`src/rtl/lsu_pkg.sv`:
```
// Shared encodings for the load/store unit: access sizes, FSM states,
// DataMem strobe values and the captured-request record.
package lsu_pkg;

  typedef enum logic [1:0] {
    SZ_BYTE = 2'b00,
    SZ_HALF = 2'b01,
    SZ_WORD = 2'b10,
    SZ_RSVD = 2'b11
  } lsu_size_e;

  typedef enum logic [1:0] {
    IDLE = 2'b00,
    RD   = 2'b01,
    WR   = 2'b10,
    RESP = 2'b11
  } lsu_state_e;

  localparam logic [1:0] MEM_ACTIVE = 2'b01;
  localparam logic [1:0] MEM_IDLE   = 2'b00;

  // Request fields held for the life of one transaction.
  typedef struct packed {
    logic        write;
    lsu_size_e   size;
    logic        uns;
    logic [31:0] addr;
    logic [31:0] wdata;
  } lsu_req_t;

endpackage

```
`src/rtl/lsu_lane.sv`:
```
// Little-endian lane extract (load) and lane merge (store) for one 32-bit word.
// Byte lane = offset[1:0], half lane = offset[1].
module lsu_lane
  import lsu_pkg::*;
(
  input  logic [31:0] word,
  input  lsu_size_e   size,
  input  logic [1:0]  offset,
  input  logic        is_unsigned,
  input  logic [31:0] wdata,
  output logic [31:0] load_val,
  output logic [31:0] merged
);

  logic [4:0]  bsh;
  logic [4:0]  hsh;
  logic [7:0]  byte_sel;
  logic [15:0] half_sel;

  assign bsh      = {offset, 3'b000};
  assign hsh      = {offset[1], 4'b0000};
  assign byte_sel = word[bsh +: 8];
  assign half_sel = word[hsh +: 16];

  // Select/extend the addressed lane and build the read-modify-write word.
  always_comb begin
    load_val = word;
    merged   = word;
    case (size)
      SZ_BYTE: begin
        load_val       = {{24{~is_unsigned & byte_sel[7]}}, byte_sel};
        merged[bsh +: 8] = wdata[7:0];
      end
      SZ_HALF: begin
        load_val        = {{16{~is_unsigned & half_sel[15]}}, half_sel};
        merged[hsh +: 16] = wdata[15:0];
      end
      SZ_WORD: begin
        load_val = word;
        merged   = wdata;
      end
      default: begin
        load_val = '0;
        merged   = word;
      end
    endcase
  end

endmodule

```
`src/rtl/load_store_unit.sv`:
```
// Load/store unit: one request at a time, byte/half/word, little-endian,
// sub-word stores done as read-modify-write against a single-cycle DataMem.
// Optional feature macro: LSU_MISALIGN_TRAP_EN (misaligned half/word accesses
// return an error instead of being forced to alignment).
module load_store_unit
  import lsu_pkg::*;
(
  input  logic        clk,
  input  logic        rst_n,
  input  logic        ReqValid,
  output logic        ReqReady,
  input  logic        ReqWrite,
  input  logic [1:0]  ReqSize,
  input  logic        ReqUnsigned,
  input  logic [31:0] ReqAddr,
  input  logic [31:0] ReqWData,
  output logic        RespValid,
  input  logic        RespReady,
  output logic [31:0] RespData,
  output logic        RespErr,
  output logic [31:0] MemAddr,
  output logic [31:0] MemWData,
  output logic [1:0]  MemWrite,
  output logic [1:0]  MemRead,
  input  logic [31:0] MemRData
);

  lsu_state_e  state, state_nxt;
  lsu_req_t    req_q;
  lsu_size_e   req_size;
  logic        accept;
  logic        misalign;
  logic        bad;
  logic [31:0] eff_addr;
  logic [31:0] load_val;
  logic [31:0] merged;

  assign req_size = lsu_size_e'(ReqSize);
  assign ReqReady = (state == IDLE) && rst_n;
  assign accept   = ReqValid && ReqReady;
  assign RespValid = (state == RESP);

`ifdef LSU_MISALIGN_TRAP_EN
  assign misalign = ((req_size == SZ_HALF) && ReqAddr[0]) ||
                    ((req_size == SZ_WORD) && (ReqAddr[1:0] != 2'b00));
  assign eff_addr = ReqAddr;
`else
  // Misaligned low bits are silently dropped; the access proceeds aligned.
  assign misalign = 1'b0;
  always_comb begin
    eff_addr = ReqAddr;
    if (req_size == SZ_HALF) eff_addr[0] = 1'b0;
    if (req_size == SZ_WORD) eff_addr[1:0] = 2'b00;
  end
`endif

  assign bad = (req_size == SZ_RSVD) || misalign;

  // Lanes operate on the live read word during RD.
  lsu_lane u_lane (
    .word        (MemRData),
    .size        (req_q.size),
    .offset      (req_q.addr[1:0]),
    .is_unsigned (req_q.uns),
    .wdata       (req_q.wdata),
    .load_val    (load_val),
    .merged      (merged)
  );

  // State register.
  always_ff @(posedge clk or negedge rst_n) begin
    if (!rst_n) state <= IDLE;
    else        state <= state_nxt;
  end

  // Next-state decode.
  always_comb begin
    state_nxt = state;
    case (state)
      IDLE: if (accept) begin
        if (bad)                                     state_nxt = RESP;
        else if (ReqWrite && (req_size == SZ_WORD))  state_nxt = WR;
        else                                         state_nxt = RD;
      end
      RD:      state_nxt = req_q.write ? WR : RESP;
      WR:      state_nxt = RESP;
      RESP:    if (RespReady) state_nxt = IDLE;
      default: state_nxt = IDLE;
    endcase
  end

  // Request capture, DataMem strobes (one cycle, registered) and response data.
  // Reset clears the write strobe at once, so an aborted WR never reaches memory.
  always_ff @(posedge clk or negedge rst_n) begin
    if (!rst_n) begin
      req_q     <= '0;
      RespData  <= '0;
      RespErr   <= 1'b0;
      MemAddr   <= '0;
      MemWData  <= '0;
      MemRead   <= MEM_IDLE;
      MemWrite  <= MEM_IDLE;
    end else begin
      MemRead  <= MEM_IDLE;
      MemWrite <= MEM_IDLE;
      case (state)
        IDLE: if (accept) begin
          req_q    <= '{write: ReqWrite, size: req_size, uns: ReqUnsigned,
                        addr: eff_addr, wdata: ReqWData};
          RespData <= '0;
          RespErr  <= bad;
          if (!bad) begin
            MemAddr <= {eff_addr[31:2], 2'b00};
            if (ReqWrite && (req_size == SZ_WORD)) begin
              MemWData <= ReqWData;
              MemWrite <= MEM_ACTIVE;
            end else begin
              MemRead <= MEM_ACTIVE;
            end
          end
        end
        RD: begin
          if (req_q.write) begin
            MemWData <= merged;
            MemWrite <= MEM_ACTIVE;
          end else begin
            RespData <= load_val;
          end
        end
        default: ;
      endcase
    end
  end

endmodule

```
`config.mk`:
```
export PLATFORM = sky130hd
export DESIGN_NAME = load_store_unit
export DESIGN_NICKNAME = d
export VERILOG_FILES = /design/src/rtl/lsu_pkg.sv /design/src/rtl/lsu_lane.sv /design/src/rtl/load_store_unit.sv
export SDC_FILE = /design/constraint.sdc
export NUM_CORES = 1
export LEC_CHECK = 0
export BUFFER_PORTS_ARGS = -buffer_cell sky130_fd_sc_hd__buf_4
export CORE_MARGIN = 2
export CORE_UTILIZATION = 26
export DETAILED_ROUTE_END_ITERATION = 16
export GPL_TIMING_DRIVEN = 1
export RECOVER_POWER = 50
export SLEW_MARGIN = 20
export SYNTH_ARGS = -nofsm -noshare
export SYNTH_HDL_FRONTEND = slang
export SYNTH_SLANG_ARGS = --single-unit
```
`constraint.sdc`:
```
create_clock -name clk -period 2.4 [get_ports clk]
set_input_delay 0.24 -clock clk [delete_from_list [all_inputs] [get_ports clk]]
set_output_delay 0.24 -clock clk [all_outputs]
set_load 0.1 [all_outputs]
```
* Word-level counts from Yosys, hierarchy flattened
Index checks and enable logic that the tools add are counted.
** Storage, ports and cells
- Register bits after elaboration :: 139
- Word-level logic and storage cells :: 78
** Cells by class
- Add/subtract/negate cells :: 2
- Equality and inequality tests :: 14
- Shift operators :: 6
- Multiplexer cells :: 29
- Bitwise gates (word level) :: 4
- Reductions and logical operators :: 11
** Operators with widths (count)
- 2-to-1 mux 32 bit :: 6
- case mux 32 bit (3 select lines) :: 2
- case mux 32 bit (2 select lines) :: 2
- bitwise mux 32 bit :: 2
- variable shift 16 x 7 -> 32 bit (first input constant) :: 1
- variable shift 8 x 7 -> 32 bit (first input constant) :: 1
- variable part select 16 x 7 -> 32 bit :: 1
- variable part select 32 x 6 -> 16 bit :: 1
- variable part select 32 x 6 -> 8 bit :: 1
- variable part select 8 x 7 -> 32 bit :: 1
- negation 5 -> 7 bit :: 2
- equality test 2 bit (second input constant) :: 5
- 2-to-1 mux 1 bit :: 10
- 2-to-1 mux 2 bit :: 5
- inequality test 2 bit (second input constant) :: 4
- case mux 2 bit (4 select lines) :: 1
- equality test 2 x 1 -> 1 bit (second input constant) :: 3
- AND reduction 3 bit :: 2
- AND reduction 5 bit :: 1
- zero test 2 bit :: 2
- inequality test 2 x 1 -> 1 bit (second input constant) :: 2
- AND reduction 2 bit :: 2
- logical AND 1 bit :: 3
- AND 1 bit :: 2
- 3 further kinds :: 4

* Depth between registers and ports, before layout
Gate-level depths: netlist of run 1.
- Depth after elaboration :: 6
- Gate-level depth with buffers :: 9
- Depth with buffers taken out :: 6

* Cells and area by module
A second synthesis of run 1 with hierarchy kept.
** Unflattened totals
- Cells, all modules :: 664
- Area, all modules :: 7726.2 µm²
** By module, submodules not included
- load_store_unit :: instances 1, cells each 366, area each 5611.6 µm²
- lsu_lane :: instances 1, cells each 298, area each 2114.5 µm²

* Worst setup path before layout of run 1
OpenSTA, ideal clock, no wires.
- Kind :: register to register
- Start point :: register req_q[33] (netlist name)
- End point :: register MemWData[0]
- Library setup time :: 0.078 ns
- Data arrival time :: 2.260 ns
- Slack :: 0.062 ns
- Cell stages (with the launch flop) :: 10
- Buffers on the path :: 3
- Clock period less this slack :: 2.338 ns
- Cells stage by stage :: dfrtp_1 > buf_4 > buf_2 > inv_1 > ha_1 > buf_2 > or3b_1 > a21boi_2 > a221oi_1 > o2bb2ai_1
** Between the ends
- Word-level cells in the longest chain between the ends :: 6
** RTL lines
- from (decl) :: RTL line load_store_unit.sv:29 : lsu_req_t req_q;
- from (signal assigned) :: RTL line load_store_unit.sv:108 : req_q <= '{write: ReqWrite, size: req_size, uns: ReqUnsigned,
- negation 5 -> 7 bit (on tied branches) :: RTL line lsu_lane.sv:36, lsu_lane.sv:32
- variable part select 16 x 7 -> 32 bit (tied with other cells) :: RTL line lsu_lane.sv:36 : merged[hsh +: 16] = wdata[15:0];
- bitwise mux 32 bit (on tied branches) :: RTL line lsu_lane.sv:36, lsu_lane.sv:32
- case mux 32 bit (3 select lines) * :: RTL line lsu_lane.sv:29 : case (size)
- 2-to-1 mux 32 bit * :: RTL line load_store_unit.sv:123 : if (req_q.write) begin
- case mux 32 bit (2 select lines) * :: RTL line load_store_unit.sv:106 : case (state)
- to (signal assigned) :: RTL line load_store_unit.sv:115 : MemWData <= ReqWData;
- to (signal assigned) :: RTL line load_store_unit.sv:124 : MemWData <= merged;
- to (decl) :: RTL line load_store_unit.sv:22 : output logic [31:0] MemWData,
Every way passes the cells marked *; elsewhere a longest branch is shown, timed or not. The select of a mux whose other input is x is not followed.
A chain may end at the register's enable or synchronous reset.

* Final worst setup path of run 1
- Start point :: register req_q[33] (netlist name)
- End point :: register MemWData[7]
Same word-level chain as after synthesis.

==> results of run 1 <==
==> cell usage in the layout, fill, tap and decap left out, types with 17 or more instances in the layout <==
master	count
dfrtp_1	137
buf_4	176
nor2b_1	23
a32oi_1	24
mux2_1	35
clkbuf_1	51
mux2_2	21
a21oi_1	17
nand2_1	157
o21ai_1	35
o22a_1	23
clkbuf_16	17
nor3_1	23
o22ai_1	23
==> final cells by class <==
cell class | count | area (µm²)
fillers | 2989 | 18700
multi-input cells | 555 | 3770
flip-flops and latches | 137 | 3430
repair buffers | 233 | 1600
well taps | 384 | 480
clock buffers | 19 | 433
clock inverters | 13 | 216
inverters | 15 | 56.3
==> metal layers <==
metal	GRT usage (%)	routed length, µm
met1	24.6	12000
met2	29.9	13400
met3	4.07	2410
met4	5.35	620
met5	0	0
==> worst max-delay path: stages, from the launching register on <==
cell and delay (ns):
dfrtp_1 0.37, inv_1 0.14, ha_1 0.40, or3b_1 0.45
a21boi_2 0.35, a221oi_1 0.17, o2bb2ai_1 0.21
==> kinds of logic (layout without fill, tap and decap cells) <==
group	after synthesis	count (layout)	synth area share (%)
compound gates	234	234	23.5
fa+ha+maj	10	10	1.65
buf+inv	82	280	5.28
flops	137	137	45.2
mux	69	69	10.2
other cells	1	4	0.0494
simple gates	238	238	14.1
==> worst min path at each step <==
stage / startpoint / endpoint / slack (ns)
after global routing: ReqAddr[12] / MemAddr[12]$_DFFE_PN0P_ / 0.01
after detailed placement: rst_n / MemAddr[28]$_DFFE_PN0P_ / 0.10
final: ReqWData[21] / req_q[21]$_DFFE_PN0P_ / 0.02
after global placement: rst_n / MemAddr[28]$_DFFE_PN0P_ / 0.10
after CTS: ReqAddr[29] / MemAddr[29]$_DFFE_PN0P_ / 0.007
after floorplan: rst_n / MemAddr[10]$_DFFE_PN0P_ / -0.06
==> cell usage after synthesis (all sizes together) (14+ instances only) <==
library cell	n	share of area, %
a222oi	14	1.8
o22a	23	2.7
mux2	56	8.3
a22oi	16	1.6
a21oi	17	1.1
inv	15	0.74
clkbuf	22	1.1
a31oi	16	1.3
a32oi	24	2.8
nor3	24	1.6
buf	45	3.4
nand2	157	7.8
o21ai	40	2.6
o22ai	23	1.9
nor2b	23	1.9
dfrtp	137	45
==> sequential cells by signal (all words and copies together) (netlist names) <==
name      flops
req_q        38
MemAddr      30
RespErr       1
MemWrite      1
state         2
MemRead       1
RespData     32
MemWData     32
==> stage by stage <==
stage	hold WS (ns)	util [%]	std cells
3_3_place_gp	0.103	33.2	1323
2_1_floorplan	-0.0556	-	774
5_1_grt	0.0136	34.8	1356
4_1_cts	0.00723	35.5	1356
3_5_place_dp	0.102	33.2	1323
6_report	0.0176	34.8	1356
==> results.sh, run 1 <==
export IMPL_outcome="finished clean"
export IMPL_clockRootBuffer="clkbuf_16"
export IMPL_antenna_found_initial=0
export IMPL_final_hold_viol_count=0
export IMPL_ys_seq_area_share_pct=45.2
export IMPL_criticalPathCategory="flip-flop to flip-flop"
export IMPL_fin_skew_ns=0.00907
export IMPL_io_buffers=202
export IMPL_antennaDiodeCount=0
export IMPL_drt_iter0_markers=753
export IMPL_cts_tree="done"
export IMPL_drt_first_pass_iters=8
export IMPL_crit_end="MemWData[7]$_DFFE_PN0P_"
export IMPL_dieHeight_um=175
export IMPL_fmax_mhz=461
export IMPL_die_x_um=175
export IMPL_post_dp_hpwl_mm=20.6
export IMPL_cts_hold_buf=1
export IMPL_grt_start_max_net_pins=51
export IMPL_worst_setup_path_end_kind="flip-flop"
export IMPL_hp_class="input pin to flip-flop"
export IMPL_drc=0
export IMPL_cts_resized=0
export IMPL_drive_gt1_share_pct=26.0
export IMPL_arrival_ns=2.51
export IMPL_place_area_um2=9520
export IMPL_wirelength_mm=28.4
export IMPL_reg2reg_to="MemWData[7]$_DFFE_PN0P_"
export IMPL_cts_buffers_inserted=17
export IMPL_synth_area_um2=7590
export IMPL_synth_edf_count=0
export IMPL_grt_pass1_wl_mm=43.4
export IMPL_grtUsageTotal_pct=18.4
export IMPL_cts_path_max_buffers=2
export IMPL_required_ns=2.74
export IMPL_r2r_setup_slack_ns=0.23
export IMPL_overflow=0
export IMPL_critPathLaunchType="flip-flop"
export IMPL_worstReg2RegStart="req_q[33]$_DFFE_PN0P_"
export IMPL_die_area_um2=30600
export IMPL_synthCells=771
export IMPL_synth_cell_types=57
export IMPL_place_ws_ns=0.274
export IMPL_fin_crit_ns=2.17
export IMPL_cts_post_setup_buffers_inserted=0
export IMPL_yosysWarnings=0
export IMPL_async_flop_share_pct=100
export IMPL_crit_fanout=12
export IMPL_setup_tns_final_ns=0
export IMPL_drtAntennaViolNets=0
export IMPL_clkLatencyLatePin_ns=0.43
export IMPL_cp_startpoint="req_q[33]$_DFFE_PN0P_"
export IMPL_cts_sinks=137
export IMPL_synthFlopType="dfrtp_1"
export IMPL_slew_headroom_pct=16.9
export IMPL_core_um2=28700
export IMPL_area_delta_synth_final_pct=31.7
export IMPL_r2r_cells=6
export IMPL_syn_area_per_cell_um2=9.84
export IMPL_start_util_pct=26.4
export IMPL_setup_viol=0
export IMPL_worst_slack_ns=0.229
export IMPL_grt_setup_unrepaired="false"
export IMPL_holdPathStages=3
export IMPL_grt_pass1_vias=7128
export IMPL_layout_nets=1073
export IMPL_synth_seq_cells=137
export IMPL_viasPerCell=5.29
export IMPL_design_portCount=207
export IMPL_cap_violations=0
export IMPL_place_congestion=0.889
export IMPL_wl_per_cell_um=21.0
export IMPL_tightest_slew_ns=1.25
export IMPL_finalMaxSlewViolations=0
export IMPL_design_area_um2=9990
export IMPL_h_tree_depth=4
export IMPL_period_share_pct=90.5
export IMPL_vias=7179
export IMPL_rows=62
export IMPL_clk_pin_slew_ns=0.06
Power of run 1 is left out: the tool's default activity adds up to more than one toggle a clock period on the data nets, which glitch-free logic cannot reach.
==> run 2, diff against run 1 <==
--- a/config.mk
+++ b/config.mk
@@ -14,4 +14,5 @@
 export SLEW_MARGIN = 20
 export SYNTH_ARGS = -nofsm -noshare
 export SYNTH_HDL_FRONTEND = slang
+export SYNTH_HIERARCHICAL = 1
 export SYNTH_SLANG_ARGS = --single-unit
==> run 2 against run 1 <==
Critical path depth grew 1. Synthesized cell count down 14%. Cell count down 6.6%. Register-to-register slack lost 0.13 ns. Utilization down 0.31 points. Routed wire length shrank 9.2%. Setup slack got worse by 0.13 ns. Via count down 12%. The flow now finishes with violations (capacitance limit, slew limit). Non-clock buffer count rose by 2. Highest routed layer is now met5.
==> results.sh, run 2 <==
export IMPL_layout_nets=976
export IMPL_crit_chain="inv_4 > ha_2 > nor4bb_1 > a22o_2 > a221o_1 > mux2_2 > mux2_1"
export IMPL_synth_cell_types=55
export IMPL_crit_fanout=8
export IMPL_post_dp_hpwl_mm=19.3
export IMPL_grt_pass1_vias=6272
export IMPL_grt_pass1_wl_mm=38.9
export IMPL_async_flop_share_pct=100
export IMPL_r2r_setup_slack_ns=0.10
export IMPL_cts_buffers_inserted=17
export IMPL_r2r_cells=7
export IMPL_place_congestion=0.917
export IMPL_fmax_mhz=435
export IMPL_clockRootBuffer="clkbuf_16"
export IMPL_fin_crit_ns=2.30
export IMPL_grtUsageTotal_pct=16.7
export IMPL_cap_violations=1
export IMPL_cts_resized=0
export IMPL_antenna_found_initial=1
export IMPL_synth_top_area_share_pct=44.4
export IMPL_synthFlopType="dfrtp_1"
export IMPL_layout_common_cells="179 x buf_4, 153 x mux2_2, 135 x dfrtp_1"
export IMPL_synthTopCellsByArea="dfrtp_1 44%, mux2_2 22%, a22o_1 5.6%"
export IMPL_grt_start_max_net_pins=114
export IMPL_fin_skew_ns=0.0108
export IMPL_start_util_pct=26.2
export IMPL_area_delta_synth_final_pct=31.6
export IMPL_dieHeight_um=176
export IMPL_required_ns=2.71
export IMPL_arrival_ns=2.61
export IMPL_synth_edf_count=0
export IMPL_drtAntennaViolNets=0
export IMPL_outcome="finished, violations left"
export IMPL_largest_reg_flops=38
export IMPL_yosysMostFrequentCell="mux2_2"
export IMPL_min_from="ReqAddr[31]"
export IMPL_wl_per_cell_um=20.4
export IMPL_tightest_slew_ns=1.58
export IMPL_wirelength_mm=25.8
export IMPL_die_area_um2=31100
export IMPL_setup_viol=0
export IMPL_drt_first_pass_iters=5
export IMPL_holdPathStages=2
export IMPL_drc=0
export IMPL_clk_pin_slew_ns=0.07
export IMPL_worstReg2RegStart="req_q[33]$_DFFE_PN0P_"
export IMPL_design_portCount=207
export IMPL_synth_top_area_cell="dfrtp_1"
export IMPL_yosys_top_cells_count="153 x mux2_2, 137 x dfrtp_1, 49 x a22o_1"
export IMPL_final_hold_viol_count=0
export IMPL_cts_tree="done"
export IMPL_cts_path_max_buffers=2
export IMPL_syn_area_per_cell_um2=11.6
export IMPL_die_x_um=176
export IMPL_slew_headroom_pct=-5.01
export IMPL_violations="capacitance limit, slew limit"
export IMPL_setup_tns_final_ns=0
export IMPL_worst_slack_ns=0.101
export IMPL_synthCells=664
export IMPL_synth_area_um2=7730
export IMPL_period_share_pct=95.8
export IMPL_reg2reg_to="MemWData[21]$_DFFE_PN0P_"
export IMPL_criticalPathCategory="flip-flop to flip-flop"
export IMPL_cpMaxStageDelayCell="dfrtp_2"
export IMPL_core_um2=29500
export IMPL_critPathLaunchType="flip-flop"
export IMPL_drt_iter0_markers=517
export IMPL_antennaDiodeCount=0
export IMPL_place_area_um2=9760
export IMPL_cts_post_setup_buffers_inserted=0
export IMPL_io_buffers=202
export IMPL_rows=63
export IMPL_vias=6352
export IMPL_grt_setup_unrepaired="false"
export IMPL_viasPerCell=5.02
export IMPL_synth_seq_cells=137
export IMPL_hp_class="input pin to flip-flop"
export IMPL_clkLatencyLatePin_ns=0.43
export IMPL_drive_gt1_share_pct=43.8
export IMPL_place_ws_ns=0.115
export IMPL_cpPeakStageDelay_ns=0.45
export IMPL_cts_sinks=137
export IMPL_ys_seq_area_share_pct=44.4
export IMPL_finalMaxSlewViolations=114
export IMPL_reg_top3="req_q x38, MemWData x32, RespData x32"
export IMPL_h_tree_depth=4
export IMPL_whs_endpoint="MemAddr[31]$_DFFE_PN0P_"
export IMPL_yosysWarnings=6
export IMPL_design_area_um2=10200
export IMPL_overflow=0
export IMPL_mostFrequentLayoutCell="buf_4"
export IMPL_max_flop_register="req_q"
export IMPL_worst_setup_path_end_kind="flip-flop"
[run 2: cell count changes after synthesis, moves of 16 or more]
cell	change
nand2_1	-122
a32oi_1	-16
o21ai_0	+18
nor3_1	-22
o22ai_1	-22
mux2_1	-33
mux2_2	+132
o21ai_1	-35
a22o_1	+49
o211ai_1	+21
o22a_1	-23
a221o_1	+16
[run 2: cell families after synthesis]
| kind of cell | after synthesis | share of synthesized area [%] |
|---|---|---|
| muxes | 166 | 24.0 |
| buffers and inverters | 77 | 4.84 |
| other | 1 | 0.0485 |
| DFF | 137 | 44.4 |
| and+or+nand+nor | 104 | 7.72 |
| AOI/OAI and AO/OA | 169 | 17.4 |
| xor gates and xnor gates | 1 | 0.113 |
| adders and majority gates | 9 | 1.46 |
[run 2: worst max-delay path by stage]
stage	startpoint	endpoint	slack [ns]	cells past startpoint
2_1_floorplan	req_q[33]$_DFFE_PN0P_	MemWData[21]$_DFFE_PN0P_	0.03	9
3_3_place_gp	req_q[33]$_DFFE_PN0P_	MemWData[21]$_DFFE_PN0P_	0.15	7
3_5_place_dp	req_q[33]$_DFFE_PN0P_	MemWData[21]$_DFFE_PN0P_	0.11	7
4_1_cts	req_q[33]$_DFFE_PN0P_	MemWData[21]$_DFFE_PN0P_	0.09	7
5_1_grt	req_q[66]$_DFFE_PN0P_	MemWData[21]$_DFFE_PN0P_	0.007	5
6_report	req_q[33]$_DFFE_PN0P_	MemWData[21]$_DFFE_PN0P_	0.10	7
[run 2: timing repair]
action | in CTS | in global routing
setup endpoints to repair | 0 | 1
endpoints found under the hold margin | 24 | 0
hold buffers | 1 | 0
[run 2: cell type report]
type | instances | area, µm²
fillers | 3039 | 19300
multi-input cells | 453 | 3940
flip-flops and latches | 137 | 3430
repair buffers | 235 | 1640
well taps | 390 | 488
clock buffers | 18 | 439
clock inverters | 14 | 161
inverters | 19 | 73.8
[run 2: worst max-delay path, delay by kind of cell (launching register included)]
family	cells	cell delay, ns
multiplexers	2	0.56
buffers and inverters	1	0.09
AO/OA/AOI/OAI	2	0.66
adder cells (fa/ha/maj)	1	0.28
AND/OR/NAND/NOR	1	0.14
flip-flops	1	0.45
[run 2: metal layers]
layer / GRT usage, % / vias up / share of wire, % / wire length, µm
met5: 0 / - / 0.050 / 13
met4: 4.72 / 2 / 1.3 / 344
met3: 5.68 / 28 / 9.0 / 2330
met2: 26.0 / 272 / 47 / 12100
met1: 21.9 / 3157 / 43 / 11100
li1: - / 2893 / - / -
[run 2: stage by stage]
stage	utilization, %	cells	hold slack (ns)
floorplan	-	667	-0.0556
global placement	33.1	1233	0.355
detailed placement	33.1	1233	0.353
CTS	35.2	1266	0.0129
global route	34.5	1266	0.0144
finish	34.5	1266	0.0322
Power of run 2 is left out for the same reason.
